File: src/rtl/riscv_dmem_arb.sv
// Two-port data-memory arbiter: round-robin grant onto a single shared bus,
// with misalignment screening and a bus-response watchdog.
module riscv_dmem_arb #(
  parameter int unsigned XLEN    = 32,
  parameter int unsigned TIMEOUT = 255
) (
  input  logic                 rst_ni,
  input  logic                 clk_i,
  input  logic [1:0]           req_i,
  input  logic [1:0][XLEN-1:0] adr_i,
  input  logic [1:0]           we_i,
  input  logic [1:0][1:0]      size_i,
  input  logic [1:0][XLEN-1:0] d_i,
  output logic [1:0][XLEN-1:0] q_o,
  output logic [1:0]           ack_o,
  output logic [1:0]           err_o,
  output logic [1:0]           misaligned_o,
  output logic                 bus_req_o,
  output logic [XLEN-1:0]      bus_adr_o,
  output logic                 bus_we_o,
  output logic [1:0]           bus_size_o,
  output logic [XLEN-1:0]      bus_d_o,
  input  logic [XLEN-1:0]      bus_q_i,
  input  logic                 bus_ack_i,
  input  logic                 bus_err_i
);

  localparam int unsigned WdW = (TIMEOUT > 0) ? $clog2(TIMEOUT + 1) : 1;

  typedef enum logic [1:0] {StIdle, StGnt0, StGnt1, StMisa} state_e;

  state_e           r_state;
  logic             r_last;       // port granted most recently
  logic             r_misa_port;
  logic [WdW-1:0]   r_wdog;
  logic             r_bus_req;
  logic [XLEN-1:0]  r_bus_adr;
  logic             r_bus_we;
  logic [1:0]       r_bus_size;
  logic [XLEN-1:0]  r_bus_d;

  logic             w_win;
  logic [1:0]       w_size;
  logic [1:0]       w_adr_lo;
  logic             w_misa;
  logic             w_gnt;
  logic             w_port;
  logic             w_timeout;
  logic             w_ack_ev;
  logic             w_err_ev;
  logic             w_done;

  assign w_win    = (req_i == 2'b11) ? ~r_last : req_i[1];
  assign w_size   = size_i[w_win];
  assign w_adr_lo = adr_i[w_win][1:0];

  always_comb begin
    w_misa = 1'b0;
    case (w_size)
      2'd0:    w_misa = 1'b0;
      2'd1:    w_misa = w_adr_lo[0];
      2'd2:    w_misa = |w_adr_lo;
      default: w_misa = 1'b1;
    endcase
  end

  assign w_gnt  = (r_state == StGnt0) || (r_state == StGnt1);
  assign w_port = (r_state == StGnt1);

  // Fires once the counter has reached TIMEOUT, i.e. after TIMEOUT full GNT cycles.
  assign w_timeout = (TIMEOUT != 0) && (r_wdog == WdW'(TIMEOUT));
  assign w_ack_ev  = bus_ack_i & ~bus_err_i;
  assign w_err_ev  = bus_err_i | (w_timeout & ~bus_ack_i);
  assign w_done    = w_gnt & (bus_ack_i | bus_err_i | w_timeout);

  // Responses are dropped if the requester abandoned its request mid-transaction.
  always_comb begin
    ack_o        = '0;
    err_o        = '0;
    misaligned_o = '0;
    q_o          = '0;
    if (w_gnt && req_i[w_port]) begin
      ack_o[w_port] = w_ack_ev;
      err_o[w_port] = w_err_ev;
      if (w_ack_ev) q_o[w_port] = bus_q_i;
    end
    if (r_state == StMisa) misaligned_o[r_misa_port] = 1'b1;
  end

  always_ff @(posedge clk_i or negedge rst_ni) begin
    if (!rst_ni) begin
      r_state     <= StIdle;
      r_last      <= 1'b1;
      r_misa_port <= 1'b0;
      r_wdog      <= '0;
      r_bus_req   <= 1'b0;
      r_bus_adr   <= '0;
      r_bus_we    <= 1'b0;
      r_bus_size  <= '0;
      r_bus_d     <= '0;
    end else begin
      case (r_state)
        StIdle: begin
          if (|req_i) begin
            if (w_misa) begin
              r_state     <= StMisa;
              r_misa_port <= w_win;
            end else begin
              r_state    <= w_win ? StGnt1 : StGnt0;
              r_last     <= w_win;
              r_wdog     <= '0;
              r_bus_req  <= 1'b1;
              r_bus_adr  <= adr_i[w_win];
              r_bus_we   <= we_i[w_win];
              r_bus_size <= size_i[w_win];
              r_bus_d    <= d_i[w_win];
            end
          end
        end
        StGnt0, StGnt1: begin
          if (w_done) begin
            r_state   <= StIdle;
            r_bus_req <= 1'b0;
          end else if (TIMEOUT != 0) begin
            r_wdog <= r_wdog + WdW'(1);
          end
        end
        StMisa:  r_state <= StIdle;
        default: r_state <= StIdle;
      endcase
    end
  end

  assign bus_req_o  = r_bus_req;
  assign bus_adr_o  = r_bus_adr;
  assign bus_we_o   = r_bus_we;
  assign bus_size_o = r_bus_size;
  assign bus_d_o    = r_bus_d;

endmodule

File: config.mk
export PLATFORM = sky130hd
export DESIGN_NAME = riscv_dmem_arb
export DESIGN_NICKNAME = d
export VERILOG_FILES = /design/src/rtl/riscv_dmem_arb.sv
export SDC_FILE = /design/constraint.sdc
export NUM_CORES = 1
export LEC_CHECK = 0
export CORE_MARGIN = 4
export CORE_UTILIZATION = 35
export DETAILED_ROUTE_END_ITERATION = 10
export PLACE_DENSITY = 0.91
export SLEW_MARGIN = 20
export SYNTH_ARGS = -nofsm -noshare
export SYNTH_HDL_FRONTEND = slang
export SYNTH_SLANG_ARGS = --single-unit
File: constraint.sdc
create_clock -name clk_i -period 3.4 [get_ports clk_i]
set_clock_uncertainty 0.15 [all_clocks]
set_input_delay 0.51 -clock clk_i [delete_from_list [all_inputs] [get_ports clk_i]]
set_output_delay 0.51 -clock clk_i [all_outputs]
set_load 0.05 [all_outputs]
==> reports/summary.txt <==
========================================================================================================
Maximum number of pins on one net before global-route repair ..............................           81
Via Count .................................................................................        5,103
Pre-CTS worst setup slack .................................................................     0.468 ns
Detailed placement HPWL ...................................................................    13,900 um
Post-Layout Cell Count ....................................................................        1,015
Diodes inserted ...........................................................................            0
I/O pin count .............................................................................          310
Cell-by-cell listing of the critical path ................................................. ha_1 > and3_1 > nand2_1 > nor2_1 > o21ai_0 > nor2_1 > clkdlybuf4s50_1
Worst supply voltage drop on vdd ..........................................................   0.000268 V
Max Transition Viols Final ................................................................            0
Critical path startpoint category .........................................................    flip-flop
Total Wirelength ..........................................................................    17,600 um
Flip-flop and latch count after synthesis .................................................           80
Most used DFF post-synth .................................................................. sky130_fd_sc_hd__dfrtp_1
Global-route wire length before repair ....................................................    26,500 um
Outcome ................................................................................... finished clean
CTS tree ..................................................................................        built
Worst setup path class .................................................................... flip-flop to output port
1st-pass router iterations ................................................................            5
CTS hold repair buffers ...................................................................            0
Slowest-stage cell, CP .................................................................... sky130_fd_sc_hd__clkdlybuf4s50_1
Initial antenna violation count ...........................................................            0
Violation count after the first detailed-route iteration ..................................          384
Power consumption .........................................................................      6830 uW
Data required time of the worst path ......................................................      2.74 ns
Cell Count Post-Placement .................................................................        1,000
Async set or reset register ratio after synthesis .........................................         100%
RD Place Congestion .......................................................................        0.848
Overall track demand over capacity in global routing ......................................        23.3%
Setup repair after global routing missed its margin .......................................        false
Number of CTS-inserted buffers ............................................................            9
Number of clock sinks .....................................................................           80
Lkg Pwr ...................................................................................   0.00355 uW
Layout Utilization ........................................................................        70.7%
Min Tclk post-route .......................................................................      3.21 ns
Critical path peak fanout .................................................................            4
Standard-cell row count ...................................................................           40
Count of H-tree levels built during CTS ...................................................            3
Source-to-sink clock delay at the later pin of the worst-skew pair ........................      0.33 ns
Syn Nets ..................................................................................          728
Average detailed-routed wire length per instance ..........................................      17.4 um
Number of buffers and inverters on the critical path ......................................            1
DRC violation count after routing .........................................................            0
Cell area after synthesis .................................................................     4400 um2
Final global-route overflow total .........................................................            0
Via count normalized by instance count ....................................................         5.03
Number of synthesis warnings ..............................................................            0
Worst-margin pin slew .....................................................................     0.755 ns
Top cells by area in the synthesized netlist .............................................. sky130_fd_sc_hd__dfrtp_1 45%, sky130_fd_sc_hd__nand2_1 12%, sky130_fd_sc_hd__a31oi_1 9.8%, sky130_fd_sc_hd__and2_1 9.7%, sky130_fd_sc_hd__nor2_1 6.8%
CTS root buffer ........................................................................... sky130_fd_sc_hd__clkbuf_16
Number of global-route vias before repair .................................................        5,107
Antenna violation net count after detailed routing ........................................            0
Clock buffer depth ........................................................................            2
Worst path top cell family by delay ....................................................... buffers and inverters
Total of cells resized after clock tree synthesis .........................................            0
Final setup violation count ...............................................................            0
Number of flops mapped to enable cells by yosys ...........................................            0
Crit-path most repeated cell .............................................................. sky130_fd_sc_hd__nor2_1
Commonest cells post-synth ................................................................ 143 x sky130_fd_sc_hd__nand2_1, 80 x sky130_fd_sc_hd__nor2_1, 79 x sky130_fd_sc_hd__dfrtp_1, 69 x sky130_fd_sc_hd__a31oi_1, 68 x sky130_fd_sc_hd__and2_1
Number of instances in the synthesized netlist ............................................          552
Signed area change from the synthesized netlist to the final layout .......................        95.4%
Arrival time at the worst endpoint ........................................................      2.55 ns
Sequential-to-total area share from yosys stat ............................................        45.5%
Die Span Y ................................................................................       120 um
Critical Path End Type ....................................................................  output port
Leading cell type by number of instances after synthesis .................................. sky130_fd_sc_hd__nand2_1
Floorplan Core Area .......................................................................   12,200 um2
Setup Total Neg Slack .....................................................................         0 ns
Cell accounting for the most synthesized area ............................................. sky130_fd_sc_hd__dfrtp_1
Endpoints failing hold ....................................................................            0
Post-Synthesis Mean Instance Area .........................................................     7.97 um2
Highest cell delay on the worst timing path ...............................................      0.85 ns
Path class of the lowest-slack min-delay path ............................................. input pin to async pin
Count of maximum capacitance violations ...................................................            0
Number of library cell types mapped by synthesis ..........................................           42
Final Worst Setup Slack ...................................................................     0.192 ns
Number of setup buffers added after CTS ...................................................            0
Initial Util ..............................................................................        36.2%
Ratio of cells with drive above 1 in the final layout .....................................        11.8%
Final critical-path share of the clock period .............................................        94.4%
Post-CTS clock slew at the launch and capture registers of the worst setup and hold paths .      0.06 ns
Achievable Freq ...........................................................................      312 MHz
Die Area ..................................................................................   14,400 um2
Nets@finish ...............................................................................        1,019
Area share of the largest cell type after synthesis .......................................        44.9%
Pwr Density ...............................................................................   794 nW/um2
Number of buffer cells added on primary ports .............................................          309
Slew headroom .............................................................................        49.7%
Horiz. Die Dim ............................................................................       120 um
========================================================================================================
-- state kept, by name (all words and copies together) (netlist names) --
| name | cells |
|---|---|
| r_last | 1 |
| bus_we_o | 1 |
| r_state | 2 |
| bus_req_o | 1 |
| bus_size_o | 2 |
| bus_d_o | 32 |
| r_misa_port | 1 |
| r_wdog | 8 |
| bus_adr_o | 32 |
-- routing by layer --
metal	vias up	global-route usage (%)	routed length [um]
li1	2439	-	-
met1	2347	23.9	6090
met2	275	43.3	9230
met3	42	6.83	1640
met4	0	10.8	665
met5	-	0	0
-- final timing paths --
kind,cells after the start,slack (ns),from,end
worst max-delay path,7,0.19,r_wdog[0]$_DFFE_PN0P_,err_o[0]
worst min-delay path,1,0.04,rst_ni,bus_adr_o[10]$_DFFE_PN0P_
worst max register to register,7,0.90,r_state[1]$_DFFE_PN0P_,r_wdog[3]$_DFFE_PN0P_
worst min register to register,1,0.38,r_wdog[1]$_DFFE_PN0P_,r_wdog[1]$_DFFE_PN0P_
max in group asynchronous,1,2.50,rst_ni,bus_d_o[21]$_DFFE_PN0P_
min in group clk_i,1,0.38,r_wdog[1]$_DFFE_PN0P_,r_wdog[1]$_DFFE_PN0P_
-- layout by cell type, fill, tap and decap left out, drive strengths merged, types with 2 or more instances in the layout --
cell and n:
clkdlybuf4s50 242, nand2 143, nor2 80, dfrtp 79, buf 76, a31oi 69, and2 68, clkbuf 12
a21oi 9, o21ai 8, inv 6, nand3 5, nor3 4, ha 4, nand4 3, a22o 3
a21boi 3, and3 2, or2 2, o22ai 2, mux2 2, a41oi 2, or3 2, o311ai 2
bufinv 2
-- per-stage QoR --
step	hold WS [ns]	instance area [um2]
after detailed placement	0.363	8270
after global placement	0.355	8270
final	0.0427	8600
after floorplan	0.0644	4400
after global routing	0.136	8600
after CTS	0.243	8590
-- cell families (layout without fill, tap and decap cells) --
logic type                 after synthesis  in the layout  share of synthesized area [%]
AOI/OAI and AO/OA                      107            107                           16.0
adders and majority gates                4              4                           1.14
buffers and inverters                   44            339                           4.72
DFF                                     80             80                           45.5
muxes                                    2              2                          0.512
and+or+nand+nor                        315            315                           32.1
-- final cells by class --
cell class              instances  area [um2]
repair buffers                318        3830
fillers                       893        3570
multi-input cells             428        2200
flip-flops and latches         80        2000
clock buffers                  12         256
well taps                     168         210
clock inverters                 3        65.1
inverters                       6        22.5
-- power by group --
part,switching (uW),leakage (uW),total (uW),internal [uW]
sequential,261,0.000918,1670,1410
combinational,2670,0.00247,4120,1450
clock,359,0.000159,1040,678
(Power assumes the default switching activity.)
